==> config.mk <==
export PLATFORM = sky130hd
export DESIGN_NAME = lsu_split_ctrl
export DESIGN_NICKNAME = d
export VERILOG_FILES = /design/src/rtl/lsu_split_ctrl.sv
export SDC_FILE = /design/constraint.sdc
export NUM_CORES = 1
export LEC_CHECK = 0
export ABC_AREA = 1
export CAP_MARGIN = 20
export CELL_PAD_IN_SITES_DETAIL_PLACEMENT = 1
export CELL_PAD_IN_SITES_GLOBAL_PLACEMENT = 1
export CORE_ASPECT_RATIO = 0.7
export CORE_UTILIZATION = 38
export DETAILED_ROUTE_END_ITERATION = 7
export GPL_ROUTABILITY_DRIVEN = 1
export PLACE_DENSITY = 0.91
export SYNTH_ARGS = -nofsm -noshare
export SYNTH_HDL_FRONTEND = slang
export SYNTH_SLANG_ARGS = --single-unit
==> constraint.sdc <==
create_clock -name clk_i -period 1.7 [get_ports clk_i]
set_input_delay 0.425 -clock clk_i [delete_from_list [all_inputs] [get_ports clk_i]]
set_output_delay 0.425 -clock clk_i [all_outputs]
set_load 0.03 [all_outputs]
==> src/rtl/lsu_split_ctrl.sv <==
// rtl/lsu_split_ctrl.sv - load/store unit issuing misaligned accesses as two word-aligned bus beats
package lsu_split_ctrl_pkg;
  typedef enum logic [1:0] {
    MEM_BYTE = 2'd0,
    MEM_HALF = 2'd1,
    MEM_WORD = 2'd2
  } mem_size_e;
endpackage

module lsu_split_ctrl
  import lsu_split_ctrl_pkg::*;
#(
  parameter int unsigned ADDR_W           = 32,
  parameter bit          SPLIT_MISALIGNED = 1'b1
) (
  input  logic              clk_i,
  input  logic              rst_ni,
  input  logic              req_valid_i,
  output logic              req_ready_o,
  input  logic [ADDR_W-1:0] req_addr_i,
  input  logic              req_we_i,
  input  logic [31:0]       req_wdata_i,
  input  mem_size_e         req_size_i,
  input  logic              req_signed_i,
  output logic              resp_valid_o,
  output logic [31:0]       resp_rdata_o,
  output logic              resp_err_o,
  output logic              resp_misaligned_o,
  output logic              bus_req_o,
  input  logic              bus_gnt_i,
  output logic [ADDR_W-1:0] bus_addr_o,
  output logic              bus_we_o,
  output logic [3:0]        bus_be_o,
  output logic [31:0]       bus_wdata_o,
  input  logic              bus_rvalid_i,
  input  logic [31:0]       bus_rdata_i,
  input  logic              bus_err_i
);

  typedef enum logic [2:0] {IDLE, REQ0, RSP0, REQ1, RSP1, REJ} state_e;

  localparam logic [ADDR_W-3:0] WORD_INC = {{(ADDR_W-3){1'b0}}, 1'b1};

  state_e            state_q;
  logic [ADDR_W-1:0] addr_q;
  logic              we_q;
  mem_size_e         size_q;
  logic              signed_q;
  logic [7:0]        be8_q, be8_d;
  logic [63:0]       wd64_q, wd64_d;
  logic              mis_q, mis_d;
  logic              split_q, split_d;
  logic [31:0]       lo_q;
  logic              ready_q;
  logic              resp_valid_q, resp_err_q, resp_mis_q;
  logic [31:0]       resp_rdata_q;
  logic              bus_req_q, bus_we_q;
  logic [ADDR_W-1:0] bus_addr_q;
  logic [3:0]        bus_be_q;
  logic [31:0]       bus_wdata_q;

  // Byte lanes and write data are laid out over two consecutive words, so the
  // upper half of be8/wd64 belongs to the second beat.
  always_comb begin
    logic [7:0]  mask8;
    logic [31:0] wmask;
    mask8 = 8'h0F;
    wmask = req_wdata_i;
    mis_d = 1'b0;
    unique case (req_size_i)
      MEM_BYTE: begin
        mask8 = 8'h01;
        wmask = {24'b0, req_wdata_i[7:0]};
      end
      MEM_HALF: begin
        mask8 = 8'h03;
        wmask = {16'b0, req_wdata_i[15:0]};
        mis_d = req_addr_i[0];
      end
      default: mis_d = |req_addr_i[1:0];
    endcase
    be8_d   = mask8 << req_addr_i[1:0];
    wd64_d  = {32'b0, wmask} << {req_addr_i[1:0], 3'b000};
    split_d = |be8_d[7:4];
  end

  function automatic logic [31:0] load_align(input logic [63:0] r64, input logic [1:0] o,
                                             input mem_size_e sz, input logic sgn);
    logic [31:0] x;
    x = 32'(r64 >> {o, 3'b000});
    unique case (sz)
      MEM_BYTE: load_align = {{24{sgn & x[7]}}, x[7:0]};
      MEM_HALF: load_align = {{16{sgn & x[15]}}, x[15:0]};
      default:  load_align = x;
    endcase
  endfunction

  always_ff @(posedge clk_i or negedge rst_ni) begin
    if (!rst_ni) begin
      state_q      <= IDLE;
      addr_q       <= '0;
      we_q         <= 1'b0;
      size_q       <= MEM_BYTE;
      signed_q     <= 1'b0;
      be8_q        <= '0;
      wd64_q       <= '0;
      mis_q        <= 1'b0;
      split_q      <= 1'b0;
      lo_q         <= '0;
      ready_q      <= 1'b1;
      resp_valid_q <= 1'b0;
      resp_rdata_q <= '0;
      resp_err_q   <= 1'b0;
      resp_mis_q   <= 1'b0;
      bus_req_q    <= 1'b0;
      bus_addr_q   <= '0;
      bus_we_q     <= 1'b0;
      bus_be_q     <= '0;
      bus_wdata_q  <= '0;
    end else begin
      resp_valid_q <= 1'b0;
      unique case (state_q)
        IDLE: begin
          if (req_valid_i) begin
            addr_q   <= req_addr_i;
            we_q     <= req_we_i;
            size_q   <= req_size_i;
            signed_q <= req_signed_i;
            be8_q    <= be8_d;
            wd64_q   <= wd64_d;
            mis_q    <= mis_d;
            split_q  <= split_d;
            ready_q  <= 1'b0;
            if (mis_d && !SPLIT_MISALIGNED) begin
              state_q <= REJ;
            end else begin
              state_q     <= REQ0;
              bus_req_q   <= 1'b1;
              bus_addr_q  <= {req_addr_i[ADDR_W-1:2], 2'b00};
              bus_we_q    <= req_we_i;
              bus_be_q    <= be8_d[3:0];
              bus_wdata_q <= wd64_d[31:0];
            end
          end
        end
        REQ0: begin
          if (bus_gnt_i) begin
            bus_req_q <= 1'b0;
            state_q   <= RSP0;
          end
        end
        RSP0: begin
          if (bus_rvalid_i) begin
            lo_q <= bus_rdata_i;
            if (bus_err_i || !split_q) begin
              state_q      <= IDLE;
              ready_q      <= 1'b1;
              resp_valid_q <= 1'b1;
              resp_err_q   <= bus_err_i;
              resp_mis_q   <= mis_q;
              resp_rdata_q <= (bus_err_i || we_q) ? 32'b0
                            : load_align({32'b0, bus_rdata_i}, addr_q[1:0], size_q, signed_q);
            end else begin
              state_q     <= REQ1;
              bus_req_q   <= 1'b1;
              bus_addr_q  <= {addr_q[ADDR_W-1:2] + WORD_INC, 2'b00};
              bus_be_q    <= be8_q[7:4];
              bus_wdata_q <= wd64_q[63:32];
            end
          end
        end
        REQ1: begin
          if (bus_gnt_i) begin
            bus_req_q <= 1'b0;
            state_q   <= RSP1;
          end
        end
        RSP1: begin
          if (bus_rvalid_i) begin
            state_q      <= IDLE;
            ready_q      <= 1'b1;
            resp_valid_q <= 1'b1;
            resp_err_q   <= bus_err_i;
            resp_mis_q   <= mis_q;
            resp_rdata_q <= (bus_err_i || we_q) ? 32'b0
                          : load_align({bus_rdata_i, lo_q}, addr_q[1:0], size_q, signed_q);
          end
        end
        REJ: begin
          state_q      <= IDLE;
          ready_q      <= 1'b1;
          resp_valid_q <= 1'b1;
          resp_err_q   <= 1'b1;
          resp_mis_q   <= 1'b1;
          resp_rdata_q <= 32'b0;
        end
        default: begin
          state_q   <= IDLE;
          ready_q   <= 1'b1;
          bus_req_q <= 1'b0;
        end
      endcase
    end
  end

  assign req_ready_o       = ready_q;
  assign resp_valid_o      = resp_valid_q;
  assign resp_rdata_o      = resp_rdata_q;
  assign resp_err_o        = resp_err_q;
  assign resp_misaligned_o = resp_mis_q;
  assign bus_req_o         = bus_req_q;
  assign bus_addr_o        = bus_addr_q;
  assign bus_we_o          = bus_we_q;
  assign bus_be_o          = bus_be_q;
  assign bus_wdata_o       = bus_wdata_q;

endmodule

==> Implementation_results.wiki <==
{| class="wikitable"
! Metric !! Value
|-
| Via count of the first global-routing pass || 13,700
|-
| Cells along the critical path || inv_2 > nand2_2 > nor2_4 > nand2_2 > nand2_4 > buf_12 > nor2_8 > clkbuf_16 > nor2_1 > a31oi_1
|-
| Average routed wire per standard cell || 22.5 um
|-
| Crit start category || register
|-
| Buffers & Inverters on Critical Path || 3
|-
| IO Port Bufs || 209
|-
| Die height || 147 um
|-
| Final routed wirelength across all metal layers || 52.5 mm
|-
| Clock tree from TritonCTS || built
|-
| Number of I/O pins || 212
|-
| HPWL reported at the end of detailed placement || 33.6 mm
|-
| Core utilization of the finished layout || 56.6%
|-
| Cell count after placement || 2,268
|-
| Hold Path Class || input pin to async pin
|-
| Synthesis-stage register bit count || 203
|-
| Critical path's largest stage delay || 450 ps
|-
| Failing checks || setup timing
|-
| Worst path setup slack after routing || -98.6 ps
|-
| Width of the chip || 209 um
|-
| Kind of cell with the highest combined delay on the critical path || simple AND/OR/NAND/NOR gates
|-
| Worst-case clock skew || 46.4 ps
|-
| Wire length of the first global-routing pass || 75.8 mm
|-
| Count of flip-flops with a built-in enable after synthesis || 0
|-
| Post-Place Setup Slack || -472 ps
|-
| List of most frequent post-synthesis cells || nand2_1 (552), dfrtp_1 (202), o21ai_0 (166), nand3_1 (153), nor2_1 (149)
|-
| Clock buffer depth || 3
|-
| Initial antenna violation count || 1
|-
| Setup-failing EPs final || 50
|-
| Root Buffer Master || clkbuf_16
|-
| Number of search-and-repair iterations in the first detailed-routing pass || 8
|-
| DRC || 0
|-
| Number of instances in the synthesized netlist || 1,630
|-
| Proportion of netlist area held by the largest area contributor || 44.2%
|-
| Cell depth of the worst flop-to-flop path || 10
|-
| Maximum fanout along the worst path || 8
|-
| Total number of nets in the final design || 2,050
|-
| Achievable clock frequency || 556 MHz
|-
| Count of maximum capacitance violations || 0
|-
| Total number of vias || 13,400
|-
| Unrepaired setup endpoints after global routing || true
|-
| Clock-pin slew reported for the worst setup and hold paths after clock tree synthesis || 70 ps
|-
| Largest area contributor in the netlist || dfrtp_1
|-
| Routability-driven placement congestion ratio || 0.926
|-
| Area growth from synthesis to final layout || 44.6%
|-
| Site row count || 52
|-
| Tcrit/Tclk final || 106%
|-
| Synth area leaders || dfrtp_1 (44%), nand2_1 (18%), o21ai_0 (7.3%), nand3_1 (6.7%), nor2_1 (4.9%)
|-
| Initial cell density of the core || 39.1%
|-
| Library cell with the highest instance count after synthesis || nand2_1
|-
| CTS sink count || 203
|-
| Clock Latency Late Sink || 560 ps
|-
| Detailed Route Iter0 Violations || 1,129
|-
| Most used flip-flop cell after synthesis || dfrtp_1
|-
| Core outline area || 0.0292 sq mm
|-
| Final design area excluding fillers || 0.0165 sq mm
|-
| Type of the worst setup path || register to register
|-
| Number of distinct standard cells referenced by the synthesized netlist || 37
|-
| Non-filler instance count after layout || 2,338
|-
| PwrDens || 2110 mW/mm^2
|-
| Post-Syn Area || 0.0114 sq mm
|-
| Outcome || finished, violations left
|-
| Share of synthesized registers carrying an async set or reset || 100%
|-
| Yosys warning count || 0
|-
| Pin count of the biggest net entering global routing || 54
|-
| Remaining Overflow, GRT || 0
|-
| Number of endpoints with negative hold slack in the final report || 0
|-
| Levels on crit path || 10
|-
| Final hold slack || 360 ps
|-
| Mapped Avg Cell Area || 7.01 sq um
|-
| Largest vdd supply drop || 1140 uV
|-
| Critical Path RT || 2170 ps
|-
| Worst setup EP type || register
|-
| Residual antenna-violating net count after detailed routing || 0
|-
| Number of clock buffers inserted by TritonCTS || 23
|-
| H-Tree Level Count || 1
|-
| Share of cells above drive strength 1 || 22.1%
|-
| Total global routing track utilization || 31.3%
|-
| Post-DR vias/cell || 5.75
|-
| Arrival time of data at the critical path endpoint || 2260 ps
|-
| Standard cell area after detailed placement || 0.0149 sq mm
|-
| Share of synthesized area occupied by flip-flops and latches || 44.5%
|-
| Area of the die || 0.0308 sq mm
|-
| Most repeated library cell on the critical path || nand2_2
|-
| LEAKAGE || 7.60 nW
|-
| Slowest cell on the critical path || dfrtp_1
|-
| Max Slew Vio Count || 0
|-
| Shortest period the worst path allows || 1800 ps
|}
-- layout by cell type (no fill, tap or decap), types with 5 or more instances in the layout --
master           count
clkbuf_2            16
inv_4                6
a21oi_1             63
nor2_4               7
nor3_1               5
clkdlybuf4s15_2     57
nor2_2              13
dfrtp_2              7
buf_2               22
dfrtp_1            195
a31oi_1             32
nand2_1            540
o22ai_1             17
clkbuf_16           30
nand3_4              8
inv_2                8
nand3_2              9
buf_6               10
clkdlybuf4s50_1    104
o21ai_0            141
nor2_1             135
a21oi_2             28
o21ai_1             21
nand2_2             11
a22oi_1              5
o211ai_1            16
nand3_1            139
buf_12              28
inv_1               94
nand2_4              7
buf_4              129
o21ai_2              6
-- where the power goes --
| group | leakage [nW] | total, mW | internal [mW] | switching [mW] |
|---|---|---|---|---|
| combinational | 4.70 | 20.3 | 7.52 | 12.8 |
| clock | 0.391 | 5.47 | 3.23 | 2.24 |
| sequential | 2.52 | 9.07 | 7.15 | 1.92 |
| total | 7.60 | 34.8 | 17.9 | 16.9 |
-- cell families after synthesis --
family / Yosys count / synth area share (%)
other: 1 / 0.0328
AO/OA/AOI/OAI: 338 / 15.9
XOR/XNOR: 3 / 0.230
adder cells (fa/ha/maj): 1 / 0.109
AND/OR/NAND/NOR: 881 / 31.6
buffers and inverters: 203 / 7.65
flip-flops: 203 / 44.5
-- stage by stage --
step | power [mW] | setup TNS, ps
final | 34.8 | -1400
after global routing | 36.6 | -4880
after CTS | 32.5 | 0
after detailed placement | 26.6 | -44600
after global placement | 25.7 | -36030
after floorplan | 18.8 | 0
-- layout make-up --
type,count,area [sq um]
Clock inverter,11,165
Inverter,108,420
Fill cell,3608,12700
Antenna cell,1,2.50
Clock buffer,30,632
Sequential cell,203,5090
Timing Repair Buffer,382,3820
Multi-Input combinational cell,1225,5920
Tap cell,378,473
-- flip-flops by register name, indices dropped and copies added (netlist names) --
name and flops:
wd64_q 24, bus_we_o 1, bus_req_o 1, req_ready_o 1, size_q 2, addr_q 32
signed_q 1, bus_wdata_o 32, bus_be_o 4, lo_q 32, split_q 1, be8_q 3
resp_rdata_o 32, mis_q 1, state_q 3, bus_addr_o 30, resp_valid_o 1, resp_err_o 1
resp_misaligned_o 1
-- timing repair --
| action | in CTS | in global routing |
|---|---|---|
| endpoints found under the setup margin | 180 | 159 |
| gates resized for setup | 326 | 179 |
| cloned | 2 | 7 |
| buffers inserted | 5 | 13 |
| endpoints found under the hold margin | 25 | 0 |
| pin swaps | 5 | 11 |
| hold buffers | 1 | 0 |
-- per-layer routing --
layer	global-route usage [%]	wire, um
met3	5.37	3890
met4	12.3	2100
met1	41.7	22200
met2	51.0	24300
met5	0	0
-- path summary, 6_finish.rpt --
kind / from / end / slack (ps)
min in group clk_i: lo_q[7] / lo_q[7] / 480
max in group asynchronous: rst_ni / addr_q[2] / 720
min: rst_ni / wd64_q[48] / 360
max reg2reg: state_q[0] / bus_wdata_o[16] / -100
min reg2reg: lo_q[7] / lo_q[7] / 480
max: state_q[0] / bus_wdata_o[16] / -100
Power figures use the tool's default switching activity.
